<file path="config.mk">
export PLATFORM = sky130hd
export DESIGN_NAME = jtframe_vid_timer
export DESIGN_NICKNAME = d
export VERILOG_FILES = /design/src/rtl/jtframe_vid_timer_pkg.sv /design/src/rtl/jtframe_vid_range.sv /design/src/rtl/jtframe_vid_timer.sv
export SDC_FILE = /design/constraint.sdc
export NUM_CORES = 1
export LEC_CHECK = 0
export ABC_CLOCK_PERIOD_IN_PS = 3320
export CAP_MARGIN = 20
export CORE_UTILIZATION = 30
export CTS_CLUSTER_SIZE = 12
export DETAILED_ROUTE_END_ITERATION = 6
export PLACE_DENSITY_LB_ADDON = 0.3
export SETUP_SLACK_MARGIN = 0.15
export SLEW_MARGIN = 20
export SYNTH_ARGS = -nofsm -noshare
export SYNTH_HDL_FRONTEND = slang
export SYNTH_SLANG_ARGS = --single-unit
</file>
<file path="constraint.sdc">
create_clock -name clk -period 3.32 [get_ports clk]
set_input_delay 0.332 -clock clk [delete_from_list [all_inputs] [get_ports clk]]
set_output_delay 0.332 -clock clk [all_outputs]
set_load 0.03 [all_outputs]
</file>
<file path="src/rtl/jtframe_vid_timer_pkg.sv">
// Shared video timing constants and helpers for the jtframe video blocks.
// Sibling blocks import this package so they all use one default 384x264 geometry.
package jtframe_vid_timer_pkg;

    localparam int CNT_W = 9;

    localparam int DEF_HTOTAL   = 384;
    localparam int DEF_HB_START = 256;
    localparam int DEF_HB_END   = 0;
    localparam int DEF_HS_START = 288;
    localparam int DEF_HS_END   = 320;

    localparam int DEF_VTOTAL   = 264;
    localparam int DEF_VB_START = 224;
    localparam int DEF_VB_END   = 0;
    localparam int DEF_VS_START = 240;
    localparam int DEF_VS_END   = 244;

    typedef logic [CNT_W-1:0] cnt_t;

    // Modulo increment; any value at or beyond 'last' folds back to zero.
    function automatic cnt_t wrap_inc(input cnt_t x, input cnt_t last);
        return (x >= last) ? '0 : cnt_t'(x + 1'b1);
    endfunction

endpackage

</file>
<file path="src/rtl/jtframe_vid_range.sv">
// Wrap-aware window decode: asserts when x lies in [S,E), wrapping past the
// counter end when S > E. An empty window (S == E) never asserts.
module jtframe_vid_range
    import jtframe_vid_timer_pkg::*;
(
    input  logic [8:0] x,
    input  logic [8:0] S,
    input  logic [8:0] E,
    output logic       in
);

    always_comb begin
        in = 1'b0;
        if (S < E) begin
            in = (x >= S) && (x < E);
        end else if (S > E) begin
            in = (x >= S) || (x < E);
        end
    end

endmodule

</file>
<file path="src/rtl/jtframe_vid_timer.sv">
// Pixel/line counters with blanking and sync flags for raster video timing.
// Flags are decoded from the next counter values so they line up with H/V.
module jtframe_vid_timer
    import jtframe_vid_timer_pkg::*;
#(
    parameter int HTOTAL   = DEF_HTOTAL,
    parameter int HB_START = DEF_HB_START,
    parameter int HB_END   = DEF_HB_END,
    parameter int HS_START = DEF_HS_START,
    parameter int HS_END   = DEF_HS_END,
    parameter int VTOTAL   = DEF_VTOTAL,
    parameter int VB_START = DEF_VB_START,
    parameter int VB_END   = DEF_VB_END,
    parameter int VS_START = DEF_VS_START,
    parameter int VS_END   = DEF_VS_END
) (
    input  logic       clk,
    input  logic       rst_n,
    input  logic       pxl_cen,
    output logic [8:0] H,
    output logic [8:0] V,
    output logic [8:0] Vrender,
    output logic       HBL,
    output logic       VBL,
    output logic       HS,
    output logic       VS,
    output logic       LHBL,
    output logic       LVBL,
    output logic       frame
);

    // Parameters are expected within 0..511 and totals of at least 2.
    localparam cnt_t H_LAST = cnt_t'(HTOTAL - 1);
    localparam cnt_t V_LAST = cnt_t'(VTOTAL - 1);
    localparam cnt_t VR_RST = cnt_t'(1);

    cnt_t h_q, h_d;
    cnt_t v_q, v_d;
    cnt_t vr_q, vr_d;
    logic frame_q, frame_d;
    logic hbl_q, hbl_d;
    logic hs_q, hs_d;
    logic vbl_q, vbl_d;
    logic vs_q, vs_d;

    logic h_wrap, h_bad, v_wrap, v_bad;

    assign h_wrap = (h_q == H_LAST);
    assign h_bad  = (h_q > H_LAST);
    assign v_wrap = (v_q == V_LAST);
    assign v_bad  = (v_q > V_LAST);

    // Reset is folded into the next values so the flag decode sees H=0,V=0.
    always_comb begin
        h_d     = h_q;
        v_d     = v_q;
        frame_d = frame_q;
        if (!rst_n) begin
            h_d     = '0;
            v_d     = '0;
            frame_d = 1'b0;
        end else if (pxl_cen) begin
            h_d = (h_wrap || h_bad) ? '0 : cnt_t'(h_q + 1'b1);
            if (v_bad) begin
                v_d = '0;
            end else if (h_wrap) begin
                v_d = v_wrap ? '0 : cnt_t'(v_q + 1'b1);
            end
            if (h_wrap && v_wrap) begin
                frame_d = ~frame_q;
            end
        end
        vr_d = wrap_inc(v_d, V_LAST);
    end

    jtframe_vid_range u_hbl (
        .x  (h_d),
        .S  (cnt_t'(HB_START)),
        .E  (cnt_t'(HB_END)),
        .in (hbl_d)
    );

    jtframe_vid_range u_hs (
        .x  (h_d),
        .S  (cnt_t'(HS_START)),
        .E  (cnt_t'(HS_END)),
        .in (hs_d)
    );

    jtframe_vid_range u_vbl (
        .x  (v_d),
        .S  (cnt_t'(VB_START)),
        .E  (cnt_t'(VB_END)),
        .in (vbl_d)
    );

    jtframe_vid_range u_vs (
        .x  (v_d),
        .S  (cnt_t'(VS_START)),
        .E  (cnt_t'(VS_END)),
        .in (vs_d)
    );

    always_ff @(posedge clk) begin
        if (!rst_n) begin
            h_q     <= '0;
            v_q     <= '0;
            vr_q    <= VR_RST;
            frame_q <= 1'b0;
        end else begin
            h_q     <= h_d;
            v_q     <= v_d;
            vr_q    <= vr_d;
            frame_q <= frame_d;
        end
        hbl_q <= hbl_d;
        hs_q  <= hs_d;
        vbl_q <= vbl_d;
        vs_q  <= vs_d;
    end

    assign H       = h_q;
    assign V       = v_q;
    assign Vrender = vr_q;
    assign frame   = frame_q;
    assign HBL     = hbl_q;
    assign HS      = hs_q;
    assign VBL     = vbl_q;
    assign VS      = vs_q;
    assign LHBL    = ~hbl_q;
    assign LVBL    = ~vbl_q;

endmodule

</file>
==> metrics <==
All-Layer GR Usage=14.6%; hpwl dp=3.13 mm; Inserted Diodes=0; Synth top cells by count=dfxtp_1 (32), nor2_1 (29), a21oi_1 (16); setup TNS=0 ns; flip-flop and latch area=641 um2; final setup fails=0; R2R setup slack=0.51 ns; maximum buffer depth of the clock tree=2; multi-input combinational cell area=1080 um2; die extent in y=79.2 um; DRT Pass-1 Iters=4; crit start category=flip-flop; CTS clk-pin slew, worst paths=0.07 ns; Nets=252; unrepaired setup endpoints after global routing=no; via count=1613; CP Capture Type=flip-flop; peak supply drop=0.223 mV; Final ANT Viol Nets=0; Netlist Area Pre-Place=1790 um2; first-pass GRT wire length=7.07 mm; Yosys cell types=57; max incr delay on CP=0.42 ns; most common cell in the netlist=dfxtp_1; Routed WL=4.18 mm; die area=6270 um2; Worst EP required=3.49 ns; worst r2r src=H[0]; fin crit period=2.81 ns; met2 wire length=1.87 mm; share of cells above drive strength 1=13.4%; Clock Skew=0.00733 ns; CTS Buf Count=5; WS Path Type=reg -> reg; clk sinks=32; synthesis-stage register bit count=32; leak pwr=0.842 nW; Via density=5.06; Layout Utilization=41.8%; vias in the first global route=1492; register area share after synthesis=35.8%; dpl cells=311; PortBufs=36; Final Cycle Share=84.5%; Filler Cell Count=556; Synth Net Count=210; worst reg2reg endpoint=Vrender[6]; core area=5640 um2; WL met1=2.06 mm; Hold Crit Class=reg -> reg; CP arrival=2.98 ns; GPL Wtd Cong=0.869; setup ws final=0.514 ns; area leader, netlist=dfxtp_1; slew at the pin with the worst max-slew slack=0.585 ns; synth top area cells=dfxtp_1 (36%), nor2_1 (6.1%), a21oi_1 (4.5%); fin. max-slew vios=0; cts-stage hold buffer count=0; Cell Pwr Density=335 nW/um2; slowest CP cell=or3_1; Hold Path Depth=2; worst hold endpoint=frame; Max Cap Viol=0; Placed Area=2250 um2; Synth top area share=35.8%; I/O pin count=37; Die Wd=79.2 um; HP Start=frame; largest net degree at the start of global routing=15; Residual DRC=0; initial core utilization=31.7%; routed wl met3=171 um; cell family with most CP delay=simple AND/OR/NAND/NOR gates; DR WL/cell=13.1 um; clock root buffer=clkbuf_8; non-filler cells in the finished layout=319; FP Rows=27; status=finished clean; FMAX=356 MHz; number of antenna violations at the first check in global routing=0; Worst Reg-to-Reg Cells=12; CTS tree=done; Synth Warn #=0; area growth from synthesis to layout=32.0%; Hold Violations, Final=0; top_reg_cell synth=dfxtp_1; cell count after synthesis=204; WP buf/inv=0; design area=2360 um2; ys async rst share=0%; worst-path cell chain=ha_1 > nand4_4 > or3_1 > a21oi_1 > mux2i_1 > nor2_1 > ha_1 > o2111a_1 > a21boi_2 > nand4_1 > xor2_1 > nor2_1; Setup WS pre-CTS=0.457 ns; worst-path fanout max=8; Slew Limit Headroom=60.5%; synthesized area per cell=8.76 um2; drt initial violations=94; uppermost routed layer=met4; Post-synth EDFFs=0; H-tree depth=2; clk_lat worst skew=0.29 ns; Congestion Overflow GR=0
## worst min-delay path: stages (launching register included)
cell and delay (ns):
dfxtp_1 0.32, o21ai_0 0.07, a21oi_1 0.06
## area by class of cell
class	instances	area share, %
clock inverters	2	1.48
clock buffers	6	3.08
flip-flops and latches	32	27.1
well taps	72	3.82
repair buffers	43	17.5
multi-input cells	157	45.9
inverters	7	1.11
## how the worst max path moves through the flow
| stage | slack (ns) | cells after the start | startpoint | end |
|---|---|---|---|---|
| finish | 0.51 | 12 | H[0] | Vrender[6] |
| global route | 0.25 | 12 | H[0] | Vrender[6] |
| detailed placement | 0.46 | 12 | pxl_cen | Vrender[6] |
| global placement | 0.45 | 12 | pxl_cen | Vrender[6] |
| floorplan | 0.36 | 13 | H[0] | Vrender[6] |
| CTS | 0.45 | 12 | H[0] | Vrender[6] |
## kinds of logic (layout without fill, tap and decap cells)
group                    count (synthesis)  after routing  share of synthesized area (%)
adder cells (fa/ha/maj)                  3              3                           2.10
multiplexers                             4              4                           2.31
XOR/XNOR                                 7              7                           3.43
AND/OR/NAND/NOR                         97             97                           31.4
buffers and inverters                   15             58                           3.85
AO/OA/AOI/OAI                           46             46                           21.1
flip-flops                              32             32                           35.8
## routing by layer
metal,up-vias,global-route usage [%]
li1,830,-
met1,733,18.8
met2,43,22.9
met3,7,3.45
met4,0,6.36
met5,-,0
## registers in the layout, indices dropped and copies added, names as in the netlist
name and cells:
VBL 1, HBL 1, Vrender 9, H 9, frame 1, V 9
HS 1, VS 1
## report_power, final
group          internal [W]  switching, W
registers          0.000386    0.00000279
clock network      0.000223      0.000145
logic             0.0000137     0.0000219
## cells in the final DEF (no fill, tap or decap), types with 3 or more instances in the layout
cell type	Yosys	routed
xor2_1	3	3
dfxtp_1	32	32
mux2i_1	3	3
and3_1	3	3
nor4_1	4	4
ha_1	3	3
o21ai_0	3	3
inv_1	7	7
nor3_1	8	8
nor2_1	29	29
or3_1	3	3
o31a_1	3	3
and2_1	5	5
nand2_1	11	11
buf_4	0	7
xnor2_1	4	4
o21ai_1	3	3
a21oi_1	16	16
nand3_1	10	10
clkbuf_8	0	5
clkdlybuf4s50_1	0	36
nand4_1	3	3
## stage by stage
stage / hold WS [ns] / power [W]
5_1_grt: 0.536 / 0.000825
4_1_cts: 0.502 / 0.000802
2_1_floorplan: 0.551 / 0.000419
3_3_place_gp: 0.477 / 0.000433
6_report: 0.495 / 0.000791
3_5_place_dp: 0.484 / 0.000433
## what timing repair did
action	in CTS	in global routing
endpoints found under the setup margin	0	1
resized for setup	0	1
buffers inserted	0	0
Note: power is estimated with default switching activity, not from simulation.
